--- config.mk ---
export PLATFORM = sky130hd
export DESIGN_NAME = rng_source
export DESIGN_NICKNAME = d
export VERILOG_FILES = /design/src/rtl/rng_source.sv
export SDC_FILE = /design/constraint.sdc
export NUM_CORES = 1
export LEC_CHECK = 0
export BUFFER_PORTS_ARGS = -buffer_cell sky130_fd_sc_hd__buf_2
export CAP_MARGIN = 10
export CELL_PAD_IN_SITES_DETAIL_PLACEMENT = 0
export CELL_PAD_IN_SITES_GLOBAL_PLACEMENT = 2
export CORE_ASPECT_RATIO = 0.8
export CORE_UTILIZATION = 38
export DETAILED_ROUTE_END_ITERATION = 10
export PLACE_DENSITY = 0.9
export SETUP_SLACK_MARGIN = 0.1
export SKIP_CTS_REPAIR_TIMING = 1
export SLEW_MARGIN = 20
export SYNTH_ARGS = -nofsm -noshare
export SYNTH_HDL_FRONTEND = slang
export SYNTH_SLANG_ARGS = --single-unit
--- constraint.sdc ---
create_clock -name clk -period 2.7 [get_ports clk]
set_clock_uncertainty 0.1 [all_clocks]
set_input_delay 0.27 -clock clk [delete_from_list [all_inputs] [get_ports clk]]
set_output_delay 0.27 -clock clk [all_outputs]
set_load 0.005 [all_outputs]
--- src/rtl/rng_source.sv ---
// Random-value producer: free-running 16-bit Galois LFSR mapped into [MIN_VAL, MIN_VAL+RANGE-1]
// by rejection, plus a push-button debouncer. Optional RNG_BUTTON_STIR_EN mixes press timing in.
module rng_source #(
  parameter int unsigned RANGE           = 6,
  parameter int unsigned MIN_VAL         = 1,
  parameter int unsigned DEBOUNCE_CYCLES = 500000,
  parameter logic [15:0] RESET_SEED      = 16'hACE1
) (
  input  logic        clk,
  input  logic        rst,
  input  logic        button_raw,
  input  logic        seed_load,
  input  logic [15:0] seed,
  output logic        rng_button,
  output logic        release_pulse,
  output logic [3:0]  rng_value
);

  localparam int unsigned CntW = (DEBOUNCE_CYCLES > 1) ? $clog2(DEBOUNCE_CYCLES) : 1;
  localparam logic [CntW-1:0] CntLast = CntW'(DEBOUNCE_CYCLES - 1);
  localparam logic [3:0] MinVal = 4'(MIN_VAL);

  typedef enum logic [1:0] {StIdle, StPressWait, StPressed, StReleaseWait} state_e;

  state_e          state_q, state_d;
  logic [CntW-1:0] cnt_q, cnt_d;
  logic            btn_d, pulse_d;
  logic            sync1_q, bsync_q;
  logic [15:0]     lfsr_q, lfsr_d, lfsr_step;
  logic [3:0]      cand, value_d;

  assign lfsr_step = {1'b0, lfsr_q[15:1]} ^ (lfsr_q[0] ? 16'hB400 : 16'h0000);
  assign cand      = lfsr_q[3:0];

`ifdef RNG_BUTTON_STIR_EN
  logic [7:0]  press_ctr_q;
  logic        press_accept;
  logic [15:0] stirred;

  assign press_accept = (state_q == StPressWait) && bsync_q && (cnt_q == CntLast);
  assign stirred      = lfsr_step ^ {press_ctr_q, press_ctr_q};

  always_ff @(posedge clk) begin
    if (rst) press_ctr_q <= '0;
    else     press_ctr_q <= press_ctr_q + 8'd1;
  end
`endif

  // seed_load wins over stirring; a zero result is never allowed into the LFSR.
  always_comb begin
    lfsr_d = lfsr_step;
`ifdef RNG_BUTTON_STIR_EN
    if (press_accept) lfsr_d = (stirred == 16'h0000) ? RESET_SEED : stirred;
`endif
    if (seed_load) lfsr_d = (seed == 16'h0000) ? RESET_SEED : seed;
  end

  always_comb begin
    value_d = rng_value;
    if (32'(cand) < RANGE) value_d = MinVal + cand;
  end

  always_comb begin
    state_d = state_q;
    cnt_d   = cnt_q;
    btn_d   = rng_button;
    pulse_d = 1'b0;
    case (state_q)
      StIdle: begin
        if (bsync_q) begin
          state_d = StPressWait;
          cnt_d   = '0;
        end
      end
      StPressWait: begin
        if (!bsync_q) begin
          state_d = StIdle;
        end else if (cnt_q == CntLast) begin
          state_d = StPressed;
          btn_d   = 1'b1;
        end else begin
          cnt_d = cnt_q + CntW'(1);
        end
      end
      StPressed: begin
        if (!bsync_q) begin
          state_d = StReleaseWait;
          cnt_d   = '0;
        end
      end
      StReleaseWait: begin
        // A bounce back high returns to the pressed state without a release.
        if (bsync_q) begin
          state_d = StPressed;
        end else if (cnt_q == CntLast) begin
          state_d = StIdle;
          btn_d   = 1'b0;
          pulse_d = 1'b1;
        end else begin
          cnt_d = cnt_q + CntW'(1);
        end
      end
      default: state_d = StIdle;
    endcase
  end

  always_ff @(posedge clk) begin
    if (rst) begin
      lfsr_q        <= RESET_SEED;
      rng_value     <= MinVal;
      rng_button    <= 1'b0;
      release_pulse <= 1'b0;
      sync1_q       <= 1'b0;
      bsync_q       <= 1'b0;
      state_q       <= StIdle;
      cnt_q         <= '0;
    end else begin
      lfsr_q        <= lfsr_d;
      rng_value     <= value_d;
      rng_button    <= btn_d;
      release_pulse <= pulse_d;
      sync1_q       <= button_raw;
      bsync_q       <= sync1_q;
      state_q       <= state_d;
      cnt_q         <= cnt_d;
    end
  end

endmodule

==> summary.txt, run 1 <==
Status
  • Run status: finished, final reports clean

GRT
  • Largest net degree at the start of global routing: 37
  • Total global-route track usage: between 15 and 20%
  • Global-route wire length before repair: 8190 um
  • Vias in the first global route: between 1500 and 2000
  • Grt ovf: 0
  • Initial antenna violation count: 0

Die
  • Area of the core: 5470 um^2
  • Core Rows: 24
  • Die area: between 6000 and 7000 um^2
  • Die Span Y: roughly 70 um
  • Die X: 86.4 um
  • Initial Util: between 30 and 40%
  • # IOs: 26

Timing
  • TNS Setup: 0 ns
  • Minimum clock period: roughly 2 ns
  • Final setup vio count: 0
  • RSZ-0062 raised after global routing: no
  • FMAX: between 400 and 500 MHz
  • Final Cycle Share: 76.0%
  • Hold slack: 0.0861 ns
  • Worst slew margin: around 63%
  • Slew @ Worst Pin: 0.552 ns
  • Fin. Hold Viols: 0
  • Slew Viols, Final: 0

Final layout
  • Commonest non-fill, non-tap cell in the layout: dfxtp_1
  • Nets: approximately 280
  • Area grow syn2layout: 9.94%
  • Proportion of layout cells with a drive suffix above 1: 19.8%
  • Post-route cell area: approximately 2400 um^2
  • Number of cells in the finished layout apart from fillers: between 300 and 400
  • Ant. Diodes: 0
  • Most frequent cells in the layout: 45 x dfxtp_1, 32 x nand2_1, 25 x nor2_1, 25 x buf_2, 12 x o21ai_0

Synth
  • Avg Inst Size Synth: ~9.0 um^2
  • FFs w/ async S/R, synth: 0%
  • Unique masters post-synth: between 40 and 50
  • Syn. warnings: 0
  • Net Count, Synth: ~260
  • Number of flops mapped to enable cells by yosys: 0
  • Mapped Cells: 240
  • Post-Syn Area: 2170 um^2
  • Top_reg_cell synth: dfxtp_1
  • Yosys reg bits: between 40 and 50
  • Sequential share of the synthesized area: 41.6%

Worst setup path
  • Worst Path Required: between 2 and 3 ns
  • WP data arrival: between 2 and 2.5 ns
  • CP endpoint kind: register
  • CP Launch Point: cnt_q[0]
  • R2r setup slk: 0.65 ns
  • R2r startpoint: cnt_q[0]
  • Crit path max-delay family: simple AND/OR/NAND/NOR gates
  • CP peak stage delay: roughly 0.35 ns
  • CP Max Fanout: 9
  • Buf+Inv Stages, Crit Path: 1
  • CP max-delay cell: dfxtp_1
  • Crit path cell chain: ha_1 -> and3_1 -> and2_1 -> a21oi_2 -> buf_4 -> nand2_1 -> a32o_1
  • Setup crit start kind: register
  • WS Path Type: reg2reg

Clock network
  • Num CTS Buffers: 5
  • Clk buf depth: 2
  • Clk_lat worst skew: approximately 0.30 ns
  • Root Driver: clkbuf_8
  • # H-tree levels: 2
  • Clock slew seen by the registers of the worst setup and hold paths: approximately 0.090 ns
  • Clock sink count: between 40 and 50
  • CTS tree: built

Placement
  • Dpl cells: about 330
  • Placement Cell Area: roughly 2300 um^2
  • Post-DP HPWL: roughly 3200 um
  • Buffers on Ports: 25
  • Final GP Congestion: about 0.81

Pwr
  • Power share of the clock group: 33.7%
  • Power Density: a little over 500 nW/um^2
  • Psw: approximately 0.3 mW
  • Max rail drop VDD: roughly 0.17 mV
  • Pleak: approximately 0.85 nW
  • Sw Ratio: between 20 and 30%
  • Cell internal pwr: 0.911 mW
  • Comb pwr share: approximately 8.4%
  • Power, Total: around 1.2 mW
  • Reg power frac: 57.9%

Detailed routing
  • Total number of vias: approximately 1800
  • Via density: 5.48
  • ANT nets after route: 0
  • Mean routed wirelength per cell: between 10 and 15 um
  • Drc violations: 0
  • Initial drt markers: ~190
  • Final wirelength: 4800 um
  • DRT Pass-1 Iters: 4

Min path
  • Worst Hold Launch: button_raw
  • Hold Crit Class: in2reg

Run
  • Max_cap viols: 0
## sequential cells by signal (all words and copies together), names as in the netlist, named ones only
signal         count
rng_value          4
bsync_q            1
cnt_q             19
lfsr_q            16
state_q            1
sync1_q            1
release_pulse      1
rng_button         1
## power by group through the flow
stage                     registers (mW)  clock network (mW)  logic [mW]
final                              0.704               0.410       0.102
after global routing               0.707               0.458       0.115
after CTS                          0.704               0.421       0.102
after detailed placement           0.719                   0       0.101
after global placement             0.719                   0       0.102
after floorplan                    0.714                   0      0.0683
## routing by layer
layer  track usage, %  wire [um]
met1             27.9       2640
met2             22.4       1920
met3             5.36        209
met4             3.89         34
met5                0          0
## synthesized netlist by cell type, types with 2 or more instances
cell type,number,area share [%]
o22ai_1,8,2.3
nand3_1,4,0.92
and3_1,3,0.87
o211ai_1,3,1.0
nand4_1,6,1.7
xor2_1,2,0.81
a22oi_1,3,1.0
a41oi_1,2,0.81
buf_6,5,2.6
a311oi_2,6,4.2
nand2_1,32,5.5
dfxtp_1,45,42
and4_1,4,1.6
ha_1,2,1.2
nor4_1,4,1.2
clkbuf_1,7,1.2
nor2_1,25,4.3
o21ai_0,12,2.8
a31oi_1,6,1.7
a21oi_2,2,0.81
a21oi_1,7,1.6
mux2i_1,10,4.6
nor3_1,4,0.92
nor2b_1,5,1.4
nor4b_1,5,2.0
buf_1,3,0.52
a21o_1,2,0.69
buf_2,3,0.69
## logic make-up after synthesis
family | Yosys count | share of synthesized area (%)
and+or+nand+nor | 101 | 24.7
AOI/OAI and AO/OA | 59 | 20.7
DFF | 45 | 41.6
buffers and inverters | 19 | 5.20
muxes | 10 | 4.62
xor gates and xnor gates | 4 | 1.96
adders and majority gates | 2 | 1.16
## final cells by class
class	count	area (um^2)
fill	556	3080
multi-input combinational	176	1150
sequential	45	901
timing repair buffer	27	140
tap	78	97.6
clock buffer	5	68.8
clock inverter	3	17.5
inverter	1	3.75
## path summary, 6_finish.rpt
path,cells after the start,endpoint
worst max-delay path,7,cnt_q[3]
worst min-delay path,2,sync1_q
worst max register to register,7,cnt_q[3]
worst min register to register,2,lfsr_q[11]
## through the flow
step / setup slack (ns) / util, %
after floorplan: 0.910 / -
after global placement: 0.724 / 42.0
after detailed placement: 0.673 / 42.0
after CTS: 0.660 / 43.6
after global routing: 0.488 / 43.6
final: 0.649 / 43.6
Power figures use the tool's default switching activity.
==> run 2, diff against run 1 <==
Settings changed: CORE_UTILIZATION 38 to 35, PLACE_DENSITY 0.9 to 0.85.
Clock period 2.7 ns to 2.1 ns, I/O delays scaled along.
==> run 2 against run 1 <==
  * Count of clock-buffer cells in the layout is the same
  * Largest power group unchanged
  * Worst setup slack worse by 0.46 ns
  * Maximum frequency grew 7.6%
  * Die area rose by 8.3%
  * Register-to-register slack worse by 0.46 ns
  * Critical path depth decreased by 1
  * Sequential cell count is the same
  * Highest routed layer unchanged
  * Sequential power rose by 28%
  * Clock power up 71%
  * Sequential share of layout area fell by 2.2 points
==> summary.txt, run 2 (synthesis results as in run 1) <==
Die
  • Die X: 90.0 um
  • # IOs: 26
  • Initial Util: ~36%
  • Die Span Y: about 72 um
  • Core Rows: 25
  • Die area: around 6500 um^2
  • Area of the core: 5940 um^2

Timing
  • Worst slew margin: between 60% and 70%
  • Worst Slack Setup Final: slightly below 0.2 ns
  • Minimum clock period: between 1.5 and 2 ns
  • Hold slack: roughly 0.019 ns
  • FMAX: roughly 520 MHz
  • Slew @ Worst Pin: between 0.4 and 0.5 ns
  • Final setup vio count: 0
  • RSZ-0062 raised after global routing: no
  • Fin. Hold Viols: 0
  • TNS Setup: 0 ns
  • Slew Viols, Final: 0
  • Final Cycle Share: a little over 90%

Detailed routing
  • ANT nets after route: 0
  • Drc violations: 0
  • Initial drt markers: between 100 and 150
  • Total number of vias: roughly 1800
  • Mean routed wirelength per cell: approximately 14 um
  • Final wirelength: 5040 um
  • DRT Pass-1 Iters: 4
  • Via density: around 5.2

Worst setup path
  • WP data arrival: approximately 2 ns
  • R2r setup slk: roughly 0.19 ns
  • WS Path Type: reg2reg
  • CP Max Fanout: 7
  • CP endpoint kind: register
  • Worst Path Required: 2.19 ns
  • Setup crit start kind: register

GRT
  • Global-route wire length before repair: 8360 um
  • Largest net degree at the start of global routing: 37
  • Initial antenna violation count: 0
  • Total global-route track usage: 16.2%
  • Grt ovf: 0
  • Vias in the first global route: around 1600

Clock network
  • Clock sink count: 45
  • Clk_lat worst skew: approximately 0.31 ns
  • Num CTS Buffers: 5
  • CTS tree: built
  • Clk buf depth: 2
  • # H-tree levels: 2
  • Root Driver: clkbuf_8
  • Clock slew seen by the registers of the worst setup and hold paths: approximately 0.10 ns

Final layout
  • Most frequent cells in the layout: 45 x dfxtp_1, 32 x nand2_1, 25 x nor2_1, 25 x buf_2, 14 x buf_4
  • Nets: slightly below 300
  • Number of flip-flops in the largest register: 19
  • Top Registers: cnt_q x19, lfsr_q x16, rng_value x4
  • Proportion of layout cells with a drive suffix above 1: between 20% and 30%
  • Reg with most FFs: cnt_q
  • Commonest non-fill, non-tap cell in the layout: dfxtp_1
  • Ant. Diodes: 0
  • Fin util: 42.5%
  • Area grow syn2layout: 16.7%

Pwr
  • Sw Ratio: between 20% and 30%
  • Power Density: around 690 nW/um^2
  • Comb pwr share: 7.8%
  • Psw: ~0.44 mW
  • Reg power frac: 51.8%
  • Max rail drop VDD: roughly 0.3 mV
  • Pleak: roughly 0.93 nW
  • Power share of the clock group: between 40% and 50%
  • Power, Total: roughly 1.7 mW
  • Cell internal pwr: between 1 and 1.5 mW

Run
  • Max_cap viols: 0

Min path
  • Hold Crit Class: in2reg

Placement
  • Post-DP HPWL: between 3000 and 4000 um
  • Buffers on Ports: 25
  • Worst-case setup slack after placement: between 0.1 and 0.15 ns
  • Final GP Congestion: roughly 0.8

Status
  • Run status: finished, final reports clean
## run 2: worst max-delay path, cell delays in order, from the launching register on
cell,delay [ns]
dfxtp_1,0.35
ha_1,0.25
and3_1,0.25
and2_2,0.26
a21o_2,0.26
a221oi_2,0.28
nor2_1,0.06
## run 2: area by class of cell
cell class                 instances  area [um^2]
fill                             611         3420
multi-input combinational        176         1170
sequential                        45          901
timing repair buffer              39          230
tap                               81          101
clock buffer                       5         68.8
clock inverter                     3         47.5
inverter                           1         3.75
## run 2: per-stage QoR
stage          cell area, um^2  std cells
6_report                  2530        350
5_1_grt                   2530        350
4_1_cts                   2500        350
3_5_place_dp              2390        342
3_3_place_gp              2390        342
2_1_floorplan             2170        240
## run 2: metal layers
metal	wire [um]	part of all wire, %	global-route usage (%)	vias up
met5	0	0	0	-
met4	39	0.77	5.73	0
met3	223	4.4	3.56	4
met2	1950	39	21.5	29
met1	2820	56	25.0	866
li1	-	-	-	937
## run 2: power by group through the flow
stage	clock network (mW)	registers (mW)	logic [mW]
finish	0.703	0.903	0.136
global route	0.761	0.908	0.154
CTS	0.716	0.903	0.137
detailed placement	0	0.923	0.136
global placement	0	0.923	0.138
floorplan	0	0.918	0.0878
## run 2: worst paths after layout
kind	start	cells after the start	end
setup / recovery	cnt_q[0]	6	cnt_q[14]
hold reg to reg	sync1_q	1	bsync_q
setup reg to reg	cnt_q[0]	6	cnt_q[14]
hold / removal	button_raw	2	sync1_q
